$ cat src/rtl/adder_unit.sv
// Registered two's-complement adder/subtractor (carry_in selects subtract), 1-cycle latency, no stall.
// Define ADDER_CLA_EN for a 4-bit carry-lookahead chain; the default build uses a ripple chain.
module adder_unit #(
  parameter int width = 9
) (
  input  logic             clk,
  input  logic             rst_n,
  input  logic [width-1:0] x,
  input  logic [width-1:0] y,
  input  logic             carry_in,
  input  logic             in_valid,
  output logic [width-1:0] sum,
  output logic             carry_out,
  output logic             overflow,
  output logic             zero,
  output logic             negative,
  output logic             out_valid
);

  logic [width-1:0] ye;
  logic [width-1:0] g;
  logic [width-1:0] p;
  logic [width-1:0] s;
  logic [width:0]   c;
  logic             ovf;
`ifdef ADDER_CLA_EN
  logic             gacc;
  logic             pacc;
`endif

  always_comb begin
    ye = y ^ {width{carry_in}};
    g  = x & ye;
    p  = x ^ ye;
    c  = '0;
    c[0] = carry_in;
`ifdef ADDER_CLA_EN
    gacc = 1'b0;
    pacc = 1'b1;
    // Each carry inside a group is a flat G/P term of the group carry-in;
    // only group carry-ins ripple from one group to the next.
    for (int base = 0; base < width; base += 4) begin
      for (int i = base; (i < base + 4) && (i < width); i++) begin
        gacc = 1'b0;
        pacc = 1'b1;
        for (int j = i; j >= base; j--) begin
          gacc = gacc | (pacc & g[j]);
          pacc = pacc & p[j];
        end
        c[i+1] = gacc | (pacc & c[base]);
      end
    end
`else
    for (int i = 0; i < width; i++) begin
      c[i+1] = g[i] | (p[i] & c[i]);
    end
`endif
    s   = p ^ c[width-1:0];
    ovf = (x[width-1] == ye[width-1]) && (s[width-1] != x[width-1]);
  end

  always_ff @(posedge clk) begin
    if (!rst_n) begin
      sum       <= '0;
      carry_out <= 1'b0;
      overflow  <= 1'b0;
      zero      <= 1'b0;
      negative  <= 1'b0;
      out_valid <= 1'b0;
    end else begin
      out_valid <= in_valid;
      if (in_valid) begin
        sum       <= s;
        carry_out <= c[width];
        overflow  <= ovf;
        zero      <= (s == '0);
        negative  <= s[width-1];
      end
    end
  end

endmodule

$ cat config.mk
export PLATFORM = sky130hd
export DESIGN_NAME = adder_unit
export DESIGN_NICKNAME = d
export VERILOG_FILES = /design/src/rtl/adder_unit.sv
export SDC_FILE = /design/constraint.sdc
export NUM_CORES = 1
export LEC_CHECK = 0
export CORE_MARGIN = 10
export CORE_UTILIZATION = 40
export CTS_CLUSTER_SIZE = 10
export DETAILED_ROUTE_END_ITERATION = 7
export PLACE_DENSITY = 0.77
export SLEW_MARGIN = 20
export SYNTH_ARGS = -nofsm -noshare
export SYNTH_HDL_FRONTEND = slang
export SYNTH_SLANG_ARGS = --single-unit
$ cat constraint.sdc
create_clock -name clk -period 4.85 [get_ports clk]
set_input_delay 0.485 -clock clk [delete_from_list [all_inputs] [get_ports clk]]
set_output_delay 0.485 -clock clk [all_outputs]
set_load 0.03 [all_outputs]
# Word level (Yosys, flattened, before mapping)
# Cells that the tools add are included.
# totals
elab_cells,32
out_inout_bits,14
regBits,14
# classes
bitwise_logic,22
reduce_logical,2
n_eq_ne,2
# ops
op,n
bitwise XOR 9 bit,3
bitwise AND 1 bit,9
bitwise AND 9 bit,1
zero test 9 bit,1
OR 1 bit,9
== test 1 bit,1
logical AND 1 bit,1
inequality test 1 bit,1

# Logic depth before layout (Yosys ltp)
# logic_depth
depth_word,21
depth_mapped,13
depth_no_buf,12

# Least setup slack after synthesis
# OpenSTA, ideal clock, no wires.
# synth_path
path_type,input to register
from,in carry_in
to,reg overflow
setup_time_ns,0.115
cell_stages,13
t_required_ns,4.735
setup_slack_ns,0.390
arrival_time_ns,4.345
cell_sequence,buf_4 -> xnor2_1 -> fa_1 -> fa_1 -> fa_1 -> fa_1 -> fa_1 -> fa_1 -> fa_1 -> fa_1 -> xor2_1 -> nor3b_1 -> o21a_1
# synth_via
elab_chain_len,21
word_cells_on_any_way,23
# synth_lines
element,line_no,text
from (decl),10,"input logic carry_in,"
bitwise XOR 9 bit,32,ye = y ^ {width{carry_in}};
bitwise XOR 9 bit,34,p = x ^ ye;
bitwise AND 1 bit,55,c[i+1] = g[i] | (p[i] & c[i]);
OR 1 bit,55,
bitwise AND 1 bit,55,
OR 1 bit,55,
bitwise AND 1 bit,55,
OR 1 bit,55,
[... 5 more ...],--,
OR 1 bit,55,
bitwise AND 1 bit,55,
OR 1 bit,55,
bitwise AND 1 bit,55,
OR 1 bit,55,
bitwise XOR 9 bit,58,s = p ^ c[width-1:0];
inequality test 1 bit,59,ovf = (x[width-1] == ye[width-1]) && (s[width-1] != x[width-1]);
logical AND 1 bit *,59,
to (signal assigned),75,overflow <= ovf;
to (decl),14,"output logic overflow,"
# Mark *: on every way between the ends. The rest lies on a longest branch, timed or not.
# A chain may end at the register's enable or synchronous reset.

# Worst setup path after layout
# Same ends and word-level chain as after synthesis.

==> key figures <==
Placement
  – HPWL Detailed: 1.628 mm
  – PortBufs: 35
  – Cells after DPL: 135
  – Area after DPL: 0.001157 mm^2
  – Final GP Congestion: 0.7408

Yosys
  – Main combinational cell family by area after synthesis: adder cells
  – Area fraction of the dominant cell type after synthesis: 32.50%
  – Seq cells post-synth: 13
  – Yosys warns: 0
  – Count of different cell masters after synthesis: 19
  – Synth Area in Adders: 21.56%
  – Complex-gate fraction of the synthesized area: 14.06%
  – Largest cells by area after synthesis: dfxtp_1 (33%), fa_1 (20%), o211a_1 (13%)
  – Post-synthesis mux area share: 1.250%
  – Post-synthesis simple-gate area fraction: 11.09%
  – Area leader, netlist: dfxtp_1
  – Xor-xnor portion of the synthesized cell area: 10.94%
  – Synthesized cell area: 800.8 um^2
  – Syn avg cell area: 10.40 um^2
  – Syn nets: 108
  – Post-synthesis sequential area ratio: 32.50%
  – Post-Syn Instances: 77

Timing
  – Setup Viol. Count Final: 0
  – Final hold slack: 0.4615 ns
  – RSZ-0062 raised after global routing: false
  – Fin. max-slew vios: 0
  – Period minus WS final: 4.708 ns
  – Final hold viol count: 0
  – Slew @ Worst Pin: 0.7688 ns
  – Max transition margin: 48.59%
  – Final Skew: 0 ns
  – Fin crit share: 97.07%
  – Fmax: 212.4 MHz

Routing
  – Post-DR wirelength/cell: 13.63 um
  – DRC: 0
  – ANT nets after route: 0
  – Drt via density: 4.612
  – Drt pass-1 iters: 4
  – Vias: 641
  – WL final: 1.894 mm
  – 1st-iter DRT viols: 10

Power and ir drop
  – Psw: 0.0001098 W
  – Pint: 0.0002168 W
  – Logic gate share of total power: 41.5%
  – Leakage: 0.5535 nW
  – Sequential fraction of design power: 37.5%
  – Pwr per Cell Area: 276.0 mW/mm^2
  – Clk network pwr share: 21.1%
  – Power consumption: 0.0003266 W
  – Sw frac: 33.62%
  – VDD IR max: 0.2208 mV

Global route
  – GR Overflow Total: 0
  – Vias in the first global route: 709
  – First-pass GRT wire length: 3.118 mm
  – GRT Util Overall: 9.307%
  – Largest net degree at the start of global routing: 26
  – Initial antenna violation count: 0

Final layout
  – Final net count: 144
  – Synth-to-layout area growth: 47.81%
  – # diodes: 0
  – Fraction of layout cells with a size suffix above 1: 3.571%
  – Final Non-Filler Cells: 139
  – Fin area: 0.001184 mm^2

Floorplan
  – Die Height: 64.74 um
  – Die Area: 0.004191 mm^2
  – Cell Rows: 16
  – Initial core utilization: 41.24%
  – Die width: 64.74 um
  – IO Count: 36
  – CORE AREA: 0.001942 mm^2

Worst setup path
  – R2R depth: 2
  – Top cell by count, worst path: fa_1
  – Crit path largest cell delay: 0.57 ns
  – Worst Path Required: 5.03 ns
  – R2r startpoint: overflow
  – FF-to-FF End: overflow
  – WS Path Type: in2reg
  – Crit start category: input port
  – Crit. Startpoint: carry_in
  – Worst-path fanout max: 3
  – Crit path cell chain: clkdlybuf4s50_1 > xnor2_1 > fa_1 > fa_1 > fa_1 > fa_1 > fa_1 > fa_1 > fa_1 > fa_1 > xor2_1 > nor3b_1 > o21a_1
  – Worst Setup End Kind: flop
  – Arr. time, crit path: 4.89 ns
  – Slowest CP cell: fa_1
  – FF-to-FF setup slack: 4.11 ns

Status
  – Outcome: finished clean

Worst hold path
  – Hold EP: zero
  – Hold path start: zero
  – Hold path depth: 2
  – HP Class: reg2reg

Clock tree
  – Worst-Skew Late Latency: 0.28 ns
  – Hold bufs inserted after CTS: 0
  – Max clock buf depth: 2
  – Clock-pin slew on the worst setup and hold paths: 0.08 ns
  – PostCTS Resize Cnt: 0
  – CTS tree: yes
  – # H-tree levels: 1
  – CTS Buf Count: 3
  – Setup bufs post-CTS: 0
  – # clock sinks: 13
  – Root Buffer: clkbuf_4

Run
  – Max Cap Viol: 0
[critical path: cells and delay by family]
kind	cells	cell delay, ns
AO/OA/AOI/OAI	1	0.16
XOR/XNOR	2	0.26
buffers and inverters	1	0.52
adder cells (fa/ha/maj)	8	3.39
AND/OR/NAND/NOR	1	0.06
[through the flow]
stage	setup slack (ns)	setup TNS [ns]	util, %
final	0.1422	0	60.95
after global routing	0.03081	0	60.95
after CTS	0.1576	0	60.95
after detailed placement	-0.1478	-0.2787	59.60
after global placement	-0.04399	-0.05287	59.60
after floorplan	0.3902	0	-
[cells by family (layout without fill, tap and decap cells)]
family	Yosys count	in the layout
AND/OR/NAND/NOR	18	18
buffers and inverters	14	49
XOR/XNOR	10	10
AO/OA/AOI/OAI	12	12
adder cells (fa/ha/maj)	9	9
flip-flops	13	13
multiplexers	1	1
[cell usage in the layout, fill, tap and decap left out]
cell | netlist | final
nor2b_1 | 1 | 1
o21a_1 | 1 | 1
clkbuf_1 | 0 | 1
nand4_1 | 1 | 1
ha_1 | 1 | 1
and4_1 | 1 | 1
inv_1 | 9 | 9
mux2i_1 | 1 | 1
o211a_1 | 10 | 10
xor2_1 | 2 | 2
and3_1 | 2 | 2
dfxtp_1 | 13 | 13
nor3b_1 | 1 | 1
o21ai_1 | 1 | 1
fa_1 | 8 | 8
xnor2_1 | 8 | 8
clkdlybuf4s50_1 | 0 | 35
nand2_1 | 11 | 11
clkbuf_4 | 0 | 3
and2_1 | 1 | 1
buf_4 | 4 | 1
[layout make-up]
cell class,instances,area [um^2]
Timing Repair Buffer,36,357.8
Inverter,9,33.78
Clock buffer,4,26.28
Multi-Input combinational cell,50,471.7
Sequential cell,13,260.3
Fill cell,175,758.2
Tap cell,27,33.78
[synthesized netlist by cell type (all sizes together)]
| master | n |
|---|---|
| dfxtp | 13 |
| nand2 | 11 |
| o211a | 10 |
| inv | 9 |
| fa | 8 |
| xnor2 | 8 |
| buf | 5 |
| and3 | 2 |
| xor2 | 2 |
| and2 | 1 |
| and4 | 1 |
| ha | 1 |
| mux2i | 1 |
| nand4 | 1 |
| nor2b | 1 |
| nor3b | 1 |
| o21a | 1 |
| o21ai | 1 |
[layer usage]
layer	track usage, %	part of all wire, %	routed length, um	vias to the layer above
li1	-	-	-	320
met1	9.406	41	774	288
met2	15.27	47	898	26
met3	2.749	7.4	140	7
met4	8.289	4.2	80	0
met5	0	0	0	-
[sequential cells by signal (all words and copies together) (netlist names)]
| register | cells |
|---|---|
| carry_out | 1 |
| out_valid | 1 |
| overflow | 1 |
| sum | 9 |
| zero | 1 |
[power by group through the flow]
stage,Sequential (W),Clock (W),Combinational (W)
floorplan,0.000145,0,0.0000615
global placement,0.000124,0,0.000134
detailed placement,0.000125,0,0.000137
CTS,0.000122,0.0000715,0.000138
global route,0.000124,0.0000764,0.000148
finish,0.000122,0.0000688,0.000135
[how the worst max path moves through the flow]
| stage | endpoint | depth (start not counted) |
|---|---|---|
| finish | overflow | 13 |
| CTS | overflow | 13 |
| floorplan | overflow | 13 |
| detailed placement | overflow | 13 |
| global route | overflow | 13 |
| global placement | overflow | 13 |
(Power assumes the default switching activity.)
